File: src/rtl/tc_result_collector_pkg.sv
// ============================================================================
// Module   : tc_result_collector_pkg
// Purpose  : Shared defines, constants and types for the tensor-core result
//            collector and its writeback slot.
//            DEPTH_WARP          - warp id width, shared across the core
//            TC_NUM_ELEM_DEFAULT - default number of results per vector
// Ports    : none (package)
// Revision : 1.0 - initial release
// ============================================================================
`default_nettype none

`ifndef DEPTH_WARP
`define DEPTH_WARP 3
`endif

`ifndef TC_NUM_ELEM_DEFAULT
`define TC_NUM_ELEM_DEFAULT 4
`endif

package tc_result_collector_pkg;

   localparam int unsigned C_NUM_ELEM_DEFAULT = `TC_NUM_ELEM_DEFAULT;
   localparam int unsigned C_FFLAGS_W         = 5;
   localparam int unsigned C_REG_IDX_W        = 8;
   localparam int unsigned C_WARP_W           = `DEPTH_WARP;

   // Destination tag carried by every element; element 0 defines the vector.
   typedef struct packed {
      logic [C_REG_IDX_W-1:0] reg_idxw;
      logic [C_WARP_W-1:0]    warpid;
   } tc_tag_t;

endpackage

`default_nettype wire

File: src/rtl/tc_wb_slot.sv
// ============================================================================
// Module   : tc_wb_slot
// Purpose  : Single-entry output register with valid/ready handshake for the
//            packed writeback vector. A load may coincide with a drain, in
//            which case the register is refilled without a bubble.
// Ports    : clk, rst          - clock, synchronous active-high reset
//            load_i            - capture the incoming vector (only when
//                                can_load_o is high)
//            data_i/fflags_i/reg_idxw_i/warpid_i - incoming payload
//            can_load_o        - register empty or draining this cycle
//            out_valid_o/out_ready_i - writeback handshake
//            data_o/fflags_o/reg_idxw_o/warpid_o - held payload
// Revision : 1.0 - initial release
// ============================================================================
`default_nettype none

module tc_wb_slot
   import tc_result_collector_pkg::*;
#(
   parameter int unsigned DATA_W = 128
) (
   input  logic                   clk,
   input  logic                   rst,
   input  logic                   load_i,
   input  logic [DATA_W-1:0]      data_i,
   input  logic [C_FFLAGS_W-1:0]  fflags_i,
   input  logic [C_REG_IDX_W-1:0] reg_idxw_i,
   input  logic [C_WARP_W-1:0]    warpid_i,
   output logic                   can_load_o,
   output logic                   out_valid_o,
   input  logic                   out_ready_i,
   output logic [DATA_W-1:0]      data_o,
   output logic [C_FFLAGS_W-1:0]  fflags_o,
   output logic [C_REG_IDX_W-1:0] reg_idxw_o,
   output logic [C_WARP_W-1:0]    warpid_o
);

   logic                   r_valid;
   logic [DATA_W-1:0]      r_data;
   logic [C_FFLAGS_W-1:0]  r_fflags;
   logic [C_REG_IDX_W-1:0] r_reg_idxw;
   logic [C_WARP_W-1:0]    r_warpid;
   logic                   w_fire;

   assign w_fire     = r_valid & out_ready_i;
   assign can_load_o = ~r_valid | out_ready_i;

   // Payload only changes on load, so it stays stable while stalled.
   always_ff @(posedge clk) begin
      if (rst) begin
         r_valid    <= 1'b0;
         r_data     <= '0;
         r_fflags   <= '0;
         r_reg_idxw <= '0;
         r_warpid   <= '0;
      end else begin
         if (load_i) begin
            r_valid    <= 1'b1;
            r_data     <= data_i;
            r_fflags   <= fflags_i;
            r_reg_idxw <= reg_idxw_i;
            r_warpid   <= warpid_i;
         end else if (w_fire) begin
            r_valid <= 1'b0;
         end
      end
   end

   assign out_valid_o = r_valid;
   assign data_o      = r_data;
   assign fflags_o    = r_fflags;
   assign reg_idxw_o  = r_reg_idxw;
   assign warpid_o    = r_warpid;

endmodule

`default_nettype wire

File: src/rtl/tc_result_collector.sv
// ============================================================================
// Module   : tc_result_collector
// Purpose  : Packs NUM_ELEM floating-point dot-product results, arriving one
//            at a time, into a single writeback vector. Elements fill slots
//            in arrival order; the last element bypasses the assembly
//            register straight into the output slot. Flags of the vector are
//            OR-reduced and the destination tag is taken from element 0; a
//            later element with a different tag raises a one-cycle err_o.
//            NUM_ELEM must be a power of two, at least 2.
// Ports    : clk, rst                  - clock, synchronous active-high reset
//            in_valid_i/in_ready_o     - element handshake
//            result_i, fflags_i        - element value and exception flags
//            ctrl_reg_idxw_i, ctrl_warpid_i - element destination tag
//            out_valid_o/out_ready_i   - vector handshake to writeback
//            wb_data_o                 - element k at [(k+1)*W-1 -: W]
//            wb_fflags_o               - OR of all element flags
//            wb_reg_idxw_o, wb_warpid_o - element-0 tag
//            err_o                     - tag mismatch pulse
// Revision : 1.0 - initial release
// ============================================================================
`default_nettype none

module tc_result_collector
   import tc_result_collector_pkg::*;
#(
   parameter int unsigned NUM_ELEM  = C_NUM_ELEM_DEFAULT,
   parameter int unsigned EXPWIDTH  = 8,
   parameter int unsigned PRECISION = 24
) (
   input  logic                                      clk,
   input  logic                                      rst,
   input  logic                                      in_valid_i,
   output logic                                      in_ready_o,
   input  logic [EXPWIDTH+PRECISION-1:0]             result_i,
   input  logic [C_FFLAGS_W-1:0]                     fflags_i,
   input  logic [C_REG_IDX_W-1:0]                    ctrl_reg_idxw_i,
   input  logic [`DEPTH_WARP-1:0]                    ctrl_warpid_i,
   output logic                                      out_valid_o,
   input  logic                                      out_ready_i,
   output logic [NUM_ELEM*(EXPWIDTH+PRECISION)-1:0]  wb_data_o,
   output logic [C_FFLAGS_W-1:0]                     wb_fflags_o,
   output logic [C_REG_IDX_W-1:0]                    wb_reg_idxw_o,
   output logic [`DEPTH_WARP-1:0]                    wb_warpid_o,
   output logic                                      err_o
);

   localparam int unsigned W     = EXPWIDTH + PRECISION;
   localparam int unsigned CNT_W = $clog2(NUM_ELEM);
   localparam logic [CNT_W-1:0] C_LAST = CNT_W'(NUM_ELEM - 1);

   logic [CNT_W-1:0]          r_cnt;
   logic [(NUM_ELEM-1)*W-1:0] r_asm;          // slots 0 .. NUM_ELEM-2
   tc_tag_t                   r_tag;
   logic [C_FFLAGS_W-1:0]     r_acc_fflags;
   logic                      r_err;

   logic                      w_last;
   logic                      w_slot_can_load;
   logic                      w_accept;
   logic                      w_load;
   logic                      w_tag_mismatch;
   tc_tag_t                   w_in_tag;
   logic [NUM_ELEM*W-1:0]     w_pack;
   logic [C_FFLAGS_W-1:0]     w_pack_fflags;

   assign w_last   = (r_cnt == C_LAST);

   // Only the last element needs somewhere to go; earlier ones always fit in
   // the assembly register, so collection continues while the output stalls.
   assign in_ready_o = ~w_last | w_slot_can_load;
   assign w_accept   = in_valid_i & in_ready_o;
   assign w_load     = w_accept & w_last;

   assign w_in_tag       = '{reg_idxw: ctrl_reg_idxw_i, warpid: ctrl_warpid_i};
   assign w_tag_mismatch = (r_cnt != '0) && (w_in_tag != r_tag);

   // Last element goes straight from the input into the top slot.
   assign w_pack        = {result_i, r_asm};
   assign w_pack_fflags = r_acc_fflags | fflags_i;

   always_ff @(posedge clk) begin
      if (rst) begin
         r_asm <= '0;
      end else if (w_accept && !w_last) begin
         for (int k = 0; k < int'(NUM_ELEM) - 1; k++) begin
            if (r_cnt == CNT_W'(k)) begin
               r_asm[k*W +: W] <= result_i;
            end
         end
      end
   end

   always_ff @(posedge clk) begin
      if (rst) begin
         r_cnt        <= '0;
         r_tag        <= '0;
         r_acc_fflags <= '0;
         r_err        <= 1'b0;
      end else begin
         r_err <= w_accept & w_tag_mismatch;
         if (w_accept) begin
            r_cnt <= w_last ? '0 : r_cnt + CNT_W'(1);
            if (r_cnt == '0) begin
               // Element 0 starts a fresh vector: latch tag, restart flags.
               r_tag        <= w_in_tag;
               r_acc_fflags <= fflags_i;
            end else if (w_last) begin
               r_acc_fflags <= '0;
            end else begin
               r_acc_fflags <= r_acc_fflags | fflags_i;
            end
         end
      end
   end

   assign err_o = r_err;

   tc_wb_slot #(
      .DATA_W (NUM_ELEM * W)
   ) u_wb_slot (
      .clk         (clk),
      .rst         (rst),
      .load_i      (w_load),
      .data_i      (w_pack),
      .fflags_i    (w_pack_fflags),
      .reg_idxw_i  (r_tag.reg_idxw),
      .warpid_i    (r_tag.warpid),
      .can_load_o  (w_slot_can_load),
      .out_valid_o (out_valid_o),
      .out_ready_i (out_ready_i),
      .data_o      (wb_data_o),
      .fflags_o    (wb_fflags_o),
      .reg_idxw_o  (wb_reg_idxw_o),
      .warpid_o    (wb_warpid_o)
   );

endmodule

`default_nettype wire
File: config.mk
export PLATFORM = sky130hd
export DESIGN_NAME = tc_result_collector
export DESIGN_NICKNAME = d
export VERILOG_FILES = /design/src/rtl/tc_result_collector_pkg.sv /design/src/rtl/tc_wb_slot.sv /design/src/rtl/tc_result_collector.sv
export SDC_FILE = /design/constraint.sdc
export NUM_CORES = 1
export LEC_CHECK = 0
export CAP_MARGIN = 40
export CELL_PAD_IN_SITES_DETAIL_PLACEMENT = 0
export CELL_PAD_IN_SITES_GLOBAL_PLACEMENT = 1
export CORE_MARGIN = 3
export CORE_UTILIZATION = 37
export DETAILED_ROUTE_END_ITERATION = 8
export GPL_ROUTABILITY_DRIVEN = 0
export HOLD_SLACK_MARGIN = 0.08
export PLACE_DENSITY_LB_ADDON = 0.1
export SYNTH_ARGS = -nofsm -noshare
export SYNTH_HDL_FRONTEND = slang
export SYNTH_SLANG_ARGS = --single-unit
File: constraint.sdc
create_clock -name clk -period 1.97 [get_ports clk]
set_clock_uncertainty 0.15 [all_clocks]
set_input_delay 0.394 -clock clk [delete_from_list [all_inputs] [get_ports clk]]
set_output_delay 0.394 -clock clk [all_outputs]
set_load 0.01 [all_outputs]
==> summary.md <==
| Metric | Value |
|---|---|
| Drt drc | `0` |
| Placement Rows | `56` |
| Avg Inst Size Synth | `7.99 um2` |
| Routed WL | `24.8 mm` |
| Yosys Warn Count | `0` |
| Clock transition at the registers of the reported paths | `0.06 ns` |
| Critical-path cell list | `clkdlybuf4s50_1` |
| Die Span Y | `163 um` |
| Post-route ant nets | `0` |
| PortBufs | `198` |
| Minimum clock period after layout | `1.92 ns` |
| CTS Buf Count | `28` |
| RSZ-0062 raised after global routing | `no` |
| FF/Latch Area | `5210 um2` |
| Worst hold path class | `primary input to flip-flop` |
| Worst skew pair latency | `0.53 ns` |
| Placed cell areas | `11700 um2` |
| Syn Inst Count | `1145` |
| Setup WS post-layout | `0.0470 ns` |
| Crit. End Element | `output pin` |
| Die area | `26700 um2` |
| Syn nets | `1201` |
| Largest net degree at the start of global routing | `54` |
| VDD IR max | `0.690 mV` |
| Worst r2r dst | `r_asm[68]` |
| Die W | `163 um` |
| Commonest non-fill, non-tap cells in the layout | `nand2_1, dfxtp_1, a21oi_1` |
| H-tree levels | `1` |
| Post-DP HPWL | `16.0 mm` |
| Fillers | `2365` |
| Worst Path Arrival | `1.38 ns` |
| Hold EP | `r_asm[92]` |
| Multi-input gate area | `3580 um2` |
| Share of cells above drive strength 1 | `7.10%` |
| Cell variety after synth | `24` |
| Slew margin rel. | `73.0%` |
| Status | `finished clean` |
| Required @ worst endpoint | `1.43 ns` |
| CTS tree | `done` |
| Initial Util | `38.3%` |
| Vias in the first global route | `7602` |
| Max-slew violations | `0` |
| I/O pin count | `199` |
| Clk root buf | `clkbuf_16` |
| Least-Margin Pin Slew | `0.405 ns` |
| Critical-path top delay cell | `clkdlybuf4s50_1` |
| Min-delay src | `rst` |
| Kind of critical path | `flip-flop to output pin` |
| Fin crit share | `97.6%` |
| Pre-Repair DR Iteration Count | `4` |
| FF-to-FF path depth | `7` |
| Max_cap viols | `0` |
| Max Root-Sink Buffers | `3` |
| Antenna violations before repair | `0` |
| Worst Path Max Fanout | `2` |
| Fmax | `0.520 GHz` |
| Number of synthesized register bits | `260` |
| Critical path buffers and inverters | `1` |
| Final Hold Slack | `0.178 ns` |
| Crit-path max cell delay | `0.54 ns` |
| Final instance area | `12600 um2` |
| Routed WL per cell | `14.9 um` |
| Leading cell type in the layout, fill and taps excluded | `nand2_1` |
| Setup TNS | `0 ns` |
| Power per standard cell area | `884 nW/um2` |
| DR iter-0 viols | `441` |
| Place WS | `-0.109 ns` |
| First-pass GRT wire length | `39.9 mm` |
| Worst hold stages | `2` |
| Final hold violation count | `0` |
| Worst path top cell family by delay | `buffers and inverters` |
| Vias | `7943` |
| Endpoints failing setup | `0` |
| Sequential share of the synthesized area | `56.9%` |
| Fin nets | `1387` |
| Number of hold buffers added after cts | `0` |
| Avg Vias per Cell | `4.75` |
| # diodes | `0` |
| Reg-to-Reg Start | `r_cnt[1]` |
| # clock sinks | `260` |
| Static leakage | `5.42 nW` |
| Core Area | `23900 um2` |
| GRT Total Usage | `18.2%` |
| Startpoint types | `flip-flop` |
| Grt ovf | `0` |
| R2R setup slack | `0.22 ns` |
| Area growth from synthesis to layout | `37.3%` |
| Mapped cell area | `9150 um2` |
worst max path at each step:
stage                          start              to  depth (start not counted)  slack, ns
5_1_grt        u_wb_slot.data_o[126]  wb_data_o[126]                          1      0.006
3_3_place_gp             out_ready_i      in_ready_o                          3      -0.11
2_1_floorplan               r_cnt[0]       r_tag[10]                          6       0.32
4_1_cts         u_wb_slot.data_o[97]   wb_data_o[97]                          1     0.0003
3_5_place_dp             out_ready_i      in_ready_o                          3      -0.11
6_report       u_wb_slot.data_o[126]  wb_data_o[126]                          1       0.05
flip-flops by register name, summed over array words and instances (netlist names):
name	flops
r_asm	96
r_cnt	2
r_acc_fflags	5
u_wb_slot.reg_idxw_o	8
u_wb_slot.out_valid_o	1
r_tag	11
err_o	1
u_wb_slot.data_o	128
u_wb_slot.warpid_o	3
u_wb_slot.fflags_o	5
metrics by stage:
stage          utilization [%]  power (W)  std cells
3_5_place_dp              49.0    0.00629       1618
2_1_floorplan                -    0.00591       1145
4_1_cts                   52.2     0.0113       1670
6_report                  52.6     0.0111       1671
3_3_place_gp              49.0    0.00629       1618
5_1_grt                   52.6     0.0116       1671
timing repair:
action                                  CTS  global route
gates resized for setup                 120            35
setup buffers                             1             1
endpoints found under the setup margin  114            33
pin swaps                                 1             0
power breakdown:
group | internal (W) | switching [W]
logic | 0.000317 | 0.000402
registers | 0.00538 | 0.0000652
clock network | 0.00292 | 0.00203
total | 0.00861 | 0.00250
worst register-to-register path: cells and delay by family, from the launching register on:
family	cells	cell delay, ns
simple gates	3	0.55
fa+ha+maj	1	0.17
buf+inv	2	0.32
compound gates	1	0.14
flops	1	0.36
Yosys cell counts:
library cell,number,area share (%)
nand2_1,474,19
dfxtp_1,260,57
a21oi_1,245,13
buf_2,38,2.1
clkbuf_1,29,1.2
nor2_1,18,0.74
mux2i_1,11,1.2
nor3_1,11,0.60
xnor2_1,11,1.1
buf_4,9,0.74
buf_1,8,0.33
a211oi_1,5,0.41
o21ai_0,5,0.27
ha_1,4,0.55
and2_1,3,0.21
inv_1,3,0.12
and3_1,2,0.14
nand3_1,2,0.11
nand4_1,2,0.14
and2_0,1,0.068
and2b_4,1,0.11
nand2b_1,1,0.068
nand3b_1,1,0.082
nor4b_1,1,0.096
final cells by class:
cell class,count,area share [%]
sequential,260,41.5
multi-input combinational,798,28.5
timing repair buffer,240,19.8
clock buffer,45,6.73
tap,319,3.18
clock inverter,6,0.239
inverter,3,0.0896
routing by layer:
layer | GRT usage, % | wire [um] | vias to the layer above | share of wire, %
met4 | 3.84 | 452 | 0 | 1.8
met5 | 0 | 0 | - | 0
met3 | 4.79 | 1670 | 32 | 6.7
met2 | 30.8 | 11700 | 169 | 47
met1 | 23.5 | 11000 | 3672 | 44
li1 | - | - | 4070 | -
logic make-up after synthesis:
logic type	after synthesis	share of synthesized area, %
AOI/OAI and AO/OA	255	14.1
xor gates and xnor gates	11	1.05
adders and majority gates	4	0.547
buffers and inverters	87	4.46
DFF	260	56.9
muxes	11	1.20
and+or+nand+nor	517	21.8
Power figures use the tool's default switching activity.
